File: src/rtl/marks_pkg.sv
// Shared types and constants for the college marks channel.
// Holds mark limits, grade thresholds, grade codes and reader FSM states.
package marks_pkg;

    localparam int MARK_W_DEF  = 8;
    localparam int MAX_MARK    = 100;
    localparam int PASS_MARK   = 35;

    localparam int GRADE_A_MIN = 270;
    localparam int GRADE_B_MIN = 240;
    localparam int GRADE_C_MIN = 210;
    localparam int GRADE_D_MIN = 180;

    typedef enum logic [2:0] {
        G_A,
        G_B,
        G_C,
        G_D,
        G_F,
        G_INV
    } grade_e;

    typedef enum logic [1:0] {
        IDLE,
        SUM,
        GRADE,
        OUT
    } state_e;

endpackage

File: src/rtl/mark_grader.sv
// Combinational grade lookup from total and per-mark flags.
// Ports: total (TOTAL_W), fail, invalid in; grade (grade_e) out.
module mark_grader
    import marks_pkg::*;
#(
    parameter int TOTAL_W = MARK_W_DEF + 2
) (
    input  logic [TOTAL_W-1:0] total,
    input  logic               fail,
    input  logic               invalid,
    output grade_e             grade
);

    localparam logic [TOTAL_W-1:0] A_MIN = TOTAL_W'(GRADE_A_MIN);
    localparam logic [TOTAL_W-1:0] B_MIN = TOTAL_W'(GRADE_B_MIN);
    localparam logic [TOTAL_W-1:0] C_MIN = TOTAL_W'(GRADE_C_MIN);
    localparam logic [TOTAL_W-1:0] D_MIN = TOTAL_W'(GRADE_D_MIN);

    // Ordered: an out-of-range mark outranks a failing mark,
    // which outranks any total-based grade.
    always_comb begin
        grade = G_F;
        if (invalid) begin
            grade = G_INV;
        end else if (fail) begin
            grade = G_F;
        end else if (total >= A_MIN) begin
            grade = G_A;
        end else if (total >= B_MIN) begin
            grade = G_B;
        end else if (total >= C_MIN) begin
            grade = G_C;
        end else if (total >= D_MIN) begin
            grade = G_D;
        end else begin
            grade = G_F;
        end
    end

endmodule

File: src/rtl/report_card_reader.sv
// Reading end of the marks channel: accepts one report, grades it,
// and offers the result downstream.
// Ports: clk, rst_n; in_valid/in_ready with math/physics/lab in;
// res_valid/res_ready with res_total/grade/fail/invalid out;
// report_cnt = saturating count of results taken downstream.
module report_card_reader
    import marks_pkg::*;
#(
    parameter int MARK_W = MARK_W_DEF,
    parameter int CNT_W  = 16
) (
    input  logic              clk,
    input  logic              rst_n,
    input  logic              in_valid,
    output logic              in_ready,
    input  logic [MARK_W-1:0] math,
    input  logic [MARK_W-1:0] physics,
    input  logic [MARK_W-1:0] lab,
    output logic              res_valid,
    input  logic              res_ready,
    output logic [MARK_W+1:0] res_total,
    output grade_e            res_grade,
    output logic              res_fail,
    output logic              res_invalid,
    output logic [CNT_W-1:0]  report_cnt
);

    localparam int TOTAL_W = MARK_W + 2;

    localparam logic [MARK_W-1:0] MAX_M  = MARK_W'(MAX_MARK);
    localparam logic [MARK_W-1:0] PASS_M = MARK_W'(PASS_MARK);

    state_e              state_q, state_d;
    logic [MARK_W-1:0]   m_q, m_d;
    logic [MARK_W-1:0]   p_q, p_d;
    logic [MARK_W-1:0]   l_q, l_d;
    logic [TOTAL_W-1:0]  total_q, total_d;
    logic                fail_q, fail_d;
    logic                inv_q, inv_d;
    grade_e              grade_q, grade_d;
    logic [CNT_W-1:0]    cnt_q, cnt_d;
    grade_e              grade_w;

    mark_grader #(
        .TOTAL_W (TOTAL_W)
    ) u_grader (
        .total   (total_q),
        .fail    (fail_q),
        .invalid (inv_q),
        .grade   (grade_w)
    );

    always_comb begin
        state_d = state_q;
        m_d     = m_q;
        p_d     = p_q;
        l_d     = l_q;
        total_d = total_q;
        fail_d  = fail_q;
        inv_d   = inv_q;
        grade_d = grade_q;
        cnt_d   = cnt_q;
        unique case (state_q)
            IDLE: begin
                if (in_valid) begin
                    m_d     = math;
                    p_d     = physics;
                    l_d     = lab;
                    state_d = SUM;
                end
            end
            SUM: begin
                // Three marks fit in two extra bits, no overflow.
                total_d = TOTAL_W'(m_q)
                        + TOTAL_W'(p_q)
                        + TOTAL_W'(l_q);
                inv_d   = (m_q > MAX_M)
                       || (p_q > MAX_M)
                       || (l_q > MAX_M);
                fail_d  = (m_q < PASS_M)
                       || (p_q < PASS_M)
                       || (l_q < PASS_M);
                state_d = GRADE;
            end
            GRADE: begin
                grade_d = grade_w;
                state_d = OUT;
            end
            OUT: begin
                if (res_ready) begin
                    if (cnt_q != '1) begin
                        cnt_d = cnt_q + CNT_W'(1);
                    end
                    state_d = IDLE;
                end
            end
            default: begin
                state_d = IDLE;
            end
        endcase
    end

    always_ff @(posedge clk or negedge rst_n) begin
        if (!rst_n) begin
            state_q <= IDLE;
            m_q     <= '0;
            p_q     <= '0;
            l_q     <= '0;
            total_q <= '0;
            fail_q  <= 1'b0;
            inv_q   <= 1'b0;
            grade_q <= G_F;
            cnt_q   <= '0;
        end else begin
            state_q <= state_d;
            m_q     <= m_d;
            p_q     <= p_d;
            l_q     <= l_d;
            total_q <= total_d;
            fail_q  <= fail_d;
            inv_q   <= inv_d;
            grade_q <= grade_d;
            cnt_q   <= cnt_d;
        end
    end

    assign in_ready    = (state_q == IDLE);
    assign res_valid   = (state_q == OUT);
    assign res_total   = total_q;
    assign res_grade   = grade_q;
    assign res_fail    = fail_q;
    assign res_invalid = inv_q;
    assign report_cnt  = cnt_q;

endmodule

File: config.mk
export PLATFORM = sky130hd
export DESIGN_NAME = report_card_reader
export DESIGN_NICKNAME = d
export VERILOG_FILES = /design/src/rtl/marks_pkg.sv /design/src/rtl/mark_grader.sv /design/src/rtl/report_card_reader.sv
export SDC_FILE = /design/constraint.sdc
export NUM_CORES = 1
export LEC_CHECK = 0
export CAP_MARGIN = 20
export CORE_MARGIN = 1.5
export CORE_UTILIZATION = 40
export CTS_BUF_LIST = sky130_fd_sc_hd__clkbuf_4
export CTS_CLUSTER_DIAMETER = 30
export CTS_CLUSTER_SIZE = 30
export DETAILED_ROUTE_END_ITERATION = 12
export PLACE_DENSITY_LB_ADDON = 0.1
export SKIP_LAST_GASP = 1
export SLEW_MARGIN = 5
export SYNTH_ARGS = -nofsm -noshare
export SYNTH_HDL_FRONTEND = slang
export SYNTH_SLANG_ARGS = --single-unit
File: constraint.sdc
create_clock -name clk -period 4.9 [get_ports clk]
set_clock_uncertainty 0.15 [all_clocks]
set_input_delay 0.98 -clock clk [delete_from_list [all_inputs] [get_ports clk]]
set_output_delay 0.98 -clock clk [all_outputs]
set_load 0.005 [all_outputs]
==> results of run 1 <==
[per-layer routing]
metal / global-route usage, % / routed length (microns) / share of wire, %
met1: 25.6 / 3370 / 50
met2: 25.6 / 3020 / 45
met3: 3.52 / 270 / 4.0
met4: 6.25 / 85 / 1.3
met5: 0 / 0 / 0
[area by class of cell]
| type | instances | area (sq um) | share of cell area, % |
|---|---|---|---|
| clock buffers | 9 | 67.6 | 1.69 |
| clock inverters | 7 | 109 | 2.72 |
| inverters | 12 | 45.0 | 1.13 |
| multi-input cells | 196 | 1620 | 40.5 |
| flip-flops and latches | 57 | 1430 | 35.7 |
| well taps | 99 | 124 | 3.10 |
| repair buffers | 61 | 603 | 15.1 |
[power groups by stage]
stage                     Clock, W  Combinational (W)  Sequential, W
after global routing      0.000468            0.00179       0.000959
final                     0.000435            0.00156       0.000920
after CTS                 0.000445            0.00156       0.000924
after detailed placement         0            0.00155       0.000933
after global placement           0            0.00153       0.000929
after floorplan                  0            0.00111       0.000860
[per-stage QoR]
step	cell area (sq um)	hold slack, ns	setup slack [ns]	total power (W)
global route	4000	0.383	1.86	0.00322
detailed placement	3820	0.343	2.03	0.00248
floorplan	3110	0.326	2.27	0.00197
global placement	3820	0.334	2.03	0.00246
finish	4000	0.354	2.02	0.00292
CTS	4000	0.362	2.03	0.00293
[worst min-delay path: stages (launching register included)]
cell and delay (ns):
dfstp_2 0.38, nor2_1 0.08, a21oi_1 0.05
[worst paths after layout]
kind | start | endpoint | slack [ns] | cells after the start
worst max register to register | m_q[1] | res_total[9] | 2.02 | 7
worst min register to register | res_grade[2] | res_grade[2] | 0.35 | 2
max in group asynchronous | rst_n | l_q[7] | 3.54 | 2
worst min-delay path | res_grade[2] | res_grade[2] | 0.35 | 2
worst max-delay path | m_q[1] | res_total[9] | 2.02 | 7
min in group asynchronous | rst_n | res_total[9] | 0.57 | 2
[layout by cell type, fill, tap and decap left out, types with 8 or more instances in the layout]
master / netlist / final
nand2_1: 19 / 19
nor3_1: 8 / 8
xor2_1: 9 / 9
mux2_2: 28 / 28
nor2_1: 19 / 19
dfrtp_1: 56 / 56
ha_1: 12 / 12
a21oi_1: 9 / 9
inv_1: 12 / 12
clkdlybuf4s50_1: 0 / 59
fa_1: 9 / 9
clkbuf_4: 0 / 9
[kinds of logic after synthesis]
| kind of cell | synth area share [%] |
|---|---|
| flip-flops | 45.8 |
| multiplexers | 10.8 |
| XOR/XNOR | 3.94 |
| buffers and inverters | 2.17 |
| AO/OA/AOI/OAI | 11.7 |
| AND/OR/NAND/NOR | 15.0 |
| adder cells (fa/ha/maj) | 10.6 |
[state kept, by name, summed over array words and instances (netlist names)]
| signal | count |
|---|---|
| res_grade | 3 |
| res_fail | 1 |
| p_q | 8 |
| res_invalid | 1 |
| state_q | 2 |
| res_total | 10 |
| report_cnt | 16 |
| l_q | 8 |
| m_q | 8 |
==> reports/qor.csv, run 1 <==
stage,metric,value,unit
logic_synthesis,post-synthesis sequential area ratio,45.8,%
die,chip height,91.2,microns
setup_path,Crit path top cell by count,fa_1,
setup_path,CP Capture Type,flop,
die,core area,7410,sq um
routing,DR vias/cell,5.30,
clocking,Root Buffer,clkbuf_4,
global_route,GRT Total Usage,17.5,%
power_and_ir_drop,combinational fraction of design power,53.6,%
setup_path,Max stage delay on crit path,0.49,ns
logic_synthesis,top-count cell post-synth,dfrtp_1,
finish,Non-Filler Instances,441,
routing,WL/cell,15.3,microns
finish,Ant. Diodes,0,
logic_synthesis,Synth Flop Type,dfrtp_1,
setup_path,Crit path max-delay family,adder cells,
setup_path,crit path kind,reg2reg,
timing,Fmax,0.348,GHz
timing,"Slew Viols, Final",0,
timing,setup violators final,0,
clocking,Sink Count,57,
finish,Area Overhead vs Synth,28.3,%
routing,DRT antenna net count,0,
finish,layout cells sized above 1,15.2,%
timing,crit share post-route,58.7,%
finish,final-stage net count,386,
finish,fin util,53.9,%
min_path,Worst Hold Class,reg2reg,
clocking,post-CTS setup buffers,0,
power_and_ir_drop,Static Leak,1.73,nW
logic_synthesis,library cells used by synthesis,57,
setup_path,WP data arrival,3.01,ns
power_and_ir_drop,Switch Pwr,0.00120,W
logic_synthesis,cell taking the most area after synthesis,dfrtp_1,
global_route,Overflow after GRT,0,
power_and_ir_drop,switching share of total power,41.0,%
logic_synthesis,Area contributors post-synth,"dfrtp_1 (45%), mux2_2 (10%), fa_1 (5.8%), ha_1 (4.8%), xor2_1 (2.5%)",
routing,via count,2338,
clocking,cts hold-fix bufs,0,
logic_synthesis,Post-synth EDFFs,0,
place,placed cells,425,
setup_path,crit start category,flop,
die,die width,91.2,microns
routing,final wirelength,6.75,mm
routing,DRC viols,0,
power_and_ir_drop,Pint,0.00172,W
logic_synthesis,yosys warns,0,
logic_synthesis,Synth top cells by count,"dfrtp_1 (56), mux2_2 (28), nand2_1 (19), nor2_1 (19)",
clocking,clock-pin slew on the worst setup and hold paths,0.11,ns
global_route,vias in the first global route,2203,
clocking,CTS tree,yes,
power_and_ir_drop,Reg power frac,31.5,%
setup_path,"Slowest-stage cell, CP",fa_1,
die,I/O pin count,61,
logic_synthesis,synthesized net count,320,
logic_synthesis,share of flip-flops with an asynchronous set or reset,100,%
global_route,first-pass GRT wire length,11.4,mm
timing,RSZ-0062 raised after global routing,false,
die,die area,8320,sq um
logic_synthesis,post-synthesis cell count,271,
logic_synthesis,Synth top area share,45.0,%
clocking,Clock Path Buffers,2,
die,Initial Util,42.0,%
setup_path,crit-path max FO,4,
place,gp weighted congestion,0.815,
clocking,post-cts gate resize count,0,
setup_path,Bufs and invs on worst path,0,
job,Max-Cap Viols,0,
place,DPL Wire Length,4.96,mm
logic_synthesis,Seq cells post-synth,57,
power_and_ir_drop,pwr/cell area,731,nW/um^2
timing,Setup TNS Final,0,ns
timing,Worst Tran Pin Value,0.985,ns
clocking,CTS Buf Count,9,
power_and_ir_drop,worst vdd ir,281,uV
logic_synthesis,synthesized area per cell,11.5,sq um
setup_path,CP cell instances,fa_1 > ha_1 > fa_1 > a21oi_1 > o21ai_0 > o311a_1 > o31a_1,
timing,Worst slew margin,34.2,%
clocking,"Clk Latency, worst-skew pair",0.40,ns
routing,DRT Pass-1 Iters,4,
power_and_ir_drop,clock network fraction of total power,14.9,%
outcome,run status,"finished, final reports clean",
setup_path,"Req. time, crit path",5.04,ns
global_route,largest net degree at the start of global routing,58,
timing,min cycle time layout,2.88,ns
die,FP Rows,31,
global_route,initial antenna violation count,0,
clocking,depth of the CTS H-tree,3,
timing,Fin. Hold Viols,0,
place,Port Buffers,60,
routing,First DRT Iteration DRCs,109,
logic_synthesis,Mapped Area,3110,sq um
finish,# fillers,671,
(Power assumes the default switching activity.)
==> run 2, diff against run 1 <==
Clock period 4.9 ns to 2.7 ns, I/O delays scaled along.
==> run 2 against run 1 <==
Against the previous run:
- combinational power is 100% higher
- first-iteration DRC count is 6.4% lower
- maximum frequency is 7.7% higher
- setup slack worse by 2.0 ns
- register-to-register slack worse by 2.0 ns
- design area is 2.9% higher
- critical path depth stayed put
- critical path type unchanged
- largest power group unchanged
==> reports/qor.csv, run 2 (synthesis results as in run 1) <==
stage,metric,value,unit,change
outcome,run status,"finished, final reports clean",,
setup_path,register-to-register path setup slack,0.03,ns,-1.99 ns
die,chip height,91.2,microns,unchanged
routing,DRC viols,0,,unchanged
setup_path,"Req. time, crit path",2.85,ns,-2.19 ns
global_route,GR Layer Usage met1,26.3,%,+0.73 points
die,die area,8320,sq um,unchanged
clocking,CTS Buf Count,9,,unchanged
global_route,largest net degree at the start of global routing,33,,-43%
global_route,GRT Total Usage,18.1,%,+0.59 points
min_path,Hold Crit Start,res_grade[2],,
finish,final-stage net count,401,,+3.9%
die,Initial Util,42.0,%,unchanged
global_route,vias in the first global route,2322,,+5.4%
timing,crit share post-route,98.9,%,+40 points
routing,via count,2404,,+2.8%
setup_path,Worst R2R Path Depth,7,,unchanged
min_path,Worst Hold End,res_grade[2],,
min_path,hold depth,2,,unchanged
clocking,"Clk Latency, worst-skew pair",0.40,ns,about the same
global_route,Overflow after GRT,0,,unchanged
timing,Min Hold Slack,0.345,ns,-0.00898 ns
timing,setup violators final,0,,unchanged
die,die width,91.2,microns,unchanged
timing,Worst Tran Pin Value,0.619,ns,-0.367 ns
place,Port Buffers,60,,unchanged
setup_path,FF-to-FF Start,m_q[1],,
setup_path,crit start category,flop,,
routing,DRT antenna net count,0,,unchanged
global_route,initial antenna violation count,0,,unchanged
setup_path,CP Capture Type,flop,,
finish,most frequent cells in the layout,"clkdlybuf4s50_1 (59), dfrtp_1 (56), mux2_2 (28)",,
setup_path,Crit Reg-Reg Endpoint,res_total[9],,
global_route,first-pass GRT wire length,11.7,mm,+2.1%
timing,Fin. Hold Viols,0,,unchanged
place,gp weighted congestion,0.833,,+2.2%
finish,Area Overhead vs Synth,32.1,%,
die,FP Rows,31,,unchanged
routing,First DRT Iteration DRCs,102,,-6.4%
timing,Fmax,0.375,GHz,+7.7%
finish,layout cells sized above 1,19.0,%,+3.8 points
timing,Setup TNS Final,0,ns,unchanged
power_and_ir_drop,worst vdd ir,604,uV,+110%
routing,final wirelength,6.88,mm,+2.0%
global_route,layer with the highest usage,met1,,
place,DPL Wire Length,5.18,mm,+4.5%
finish,max reg flops,16,,unchanged
clocking,Root Buffer,clkbuf_4,,
clocking,clock-pin slew on the worst setup and hold paths,0.11,ns,about the same
timing,Worst slew margin,58.4,%,+24 points
power_and_ir_drop,pwr/cell area,1350,nW/um^2,+84%
setup_path,crit path kind,reg2reg,,
place,placed cell areas,3930,sq um,+2.9%
clocking,depth of the CTS H-tree,3,,unchanged
global_route,Global Route met3 Usage,2.76,%,-0.75 points
routing,DR vias/cell,5.27,,-0.56%
job,Max-Cap Viols,0,,unchanged
setup_path,crit-path max FO,2,,-2
setup_path,crit path from,m_q[1],,
routing,WL/cell,15.1,microns,-1.4%
timing,min cycle time layout,2.67,ns,-0.207 ns
clocking,Clock Path Buffers,2,,unchanged
clocking,CTS tree,yes,,
min_path,Worst Hold Class,reg2reg,,
finish,"most common cell after layout, fill and taps aside",clkdlybuf4s50_1,,
timing,RSZ-0062 raised after global routing,true,,
global_route,GR Layer Usage met2,26.2,%,+0.56 points
timing,"Slew Viols, Final",0,,unchanged
finish,final instance area,4110,sq um,+2.9%
setup_path,WP data arrival,2.82,ns,-0.19 ns
die,I/O pin count,61,,unchanged
finish,Ant. Diodes,0,,unchanged
clocking,Sink Count,57,,unchanged
routing,DRT Pass-1 Iters,4,,unchanged
power_and_ir_drop,Static Leak,1.79,nW,+3.7%
die,core area,7410,sq um,unchanged
-- run 2: timing repair --
| action | 4_1_cts | 5_1_grt |
|---|---|---|
| endpoints found under the hold margin | 11 | 0 |
| pin swaps | 0 | 1 |
| buffers inserted | 0 | 1 |
| endpoints found under the setup margin | 1 | 3 |
| hold buffers | 1 | 0 |
| gates resized for setup | 1 | 0 |
-- run 2: report_power, final --
part	switching [W]	leakage [nW]	internal, W
combinational	0.00149	1.01	0.00168
clock	0.000324	0.0831	0.000395
sequential	0.000442	0.695	0.00120
total	0.00226	1.79	0.00327
-- run 2: how the worst max path moves through the flow --
stage               slack, ns      endpoint
global placement       -0.005  res_total[9]
finish                   0.03  res_total[9]
global route            -0.05  res_total[9]
CTS                     0.007  res_total[9]
floorplan                0.07  res_total[9]
detailed placement      -0.03  res_total[9]
-- run 2: layout make-up --
type | count | area (sq um)
clock buffers | 11 | 82.6
clock inverters | 5 | 80.1
fillers | 656 | 3300
inverters | 12 | 45.0
multi-input cells | 196 | 1620
flip-flops and latches | 57 | 1430
well taps | 99 | 124
repair buffers | 76 | 731
-- run 2: critical path, stage by stage, from the launching register on --
cell and delay [ns]:
dfrtp_1 0.41, fa_1 0.49, ha_1 0.24, fa_1 0.42
a21oi_2 0.17, o21ai_0 0.14, o311a_1 0.32, o31a_1 0.24
-- run 2: stage by stage --
step | worst slack, ns | total power (W) | utilization, % | cells
after global placement | -0.00500 | 0.00469 | 53.0 | 438
after CTS | 0.00702 | 0.00551 | 55.4 | 455
after floorplan | 0.0684 | 0.00358 | - | 271
final | 0.0307 | 0.00553 | 55.5 | 456
after global routing | -0.0464 | 0.00605 | 55.5 | 456
after detailed placement | -0.0312 | 0.00472 | 53.0 | 438
-- run 2: per-layer routing --
metal / part of all wire, % / routed length (microns)
met3: 3.9 / 268
met1: 51 / 3510
met4: 1.2 / 83
met5: 0 / 0
met2: 44 / 3020
==> run 3, diff against run 2 <==
Settings changed: CAP_MARGIN 20 to not set.
==> results of run 3 <==
Same layout as run 2: the final DEF is identical, and so are final timing and power.
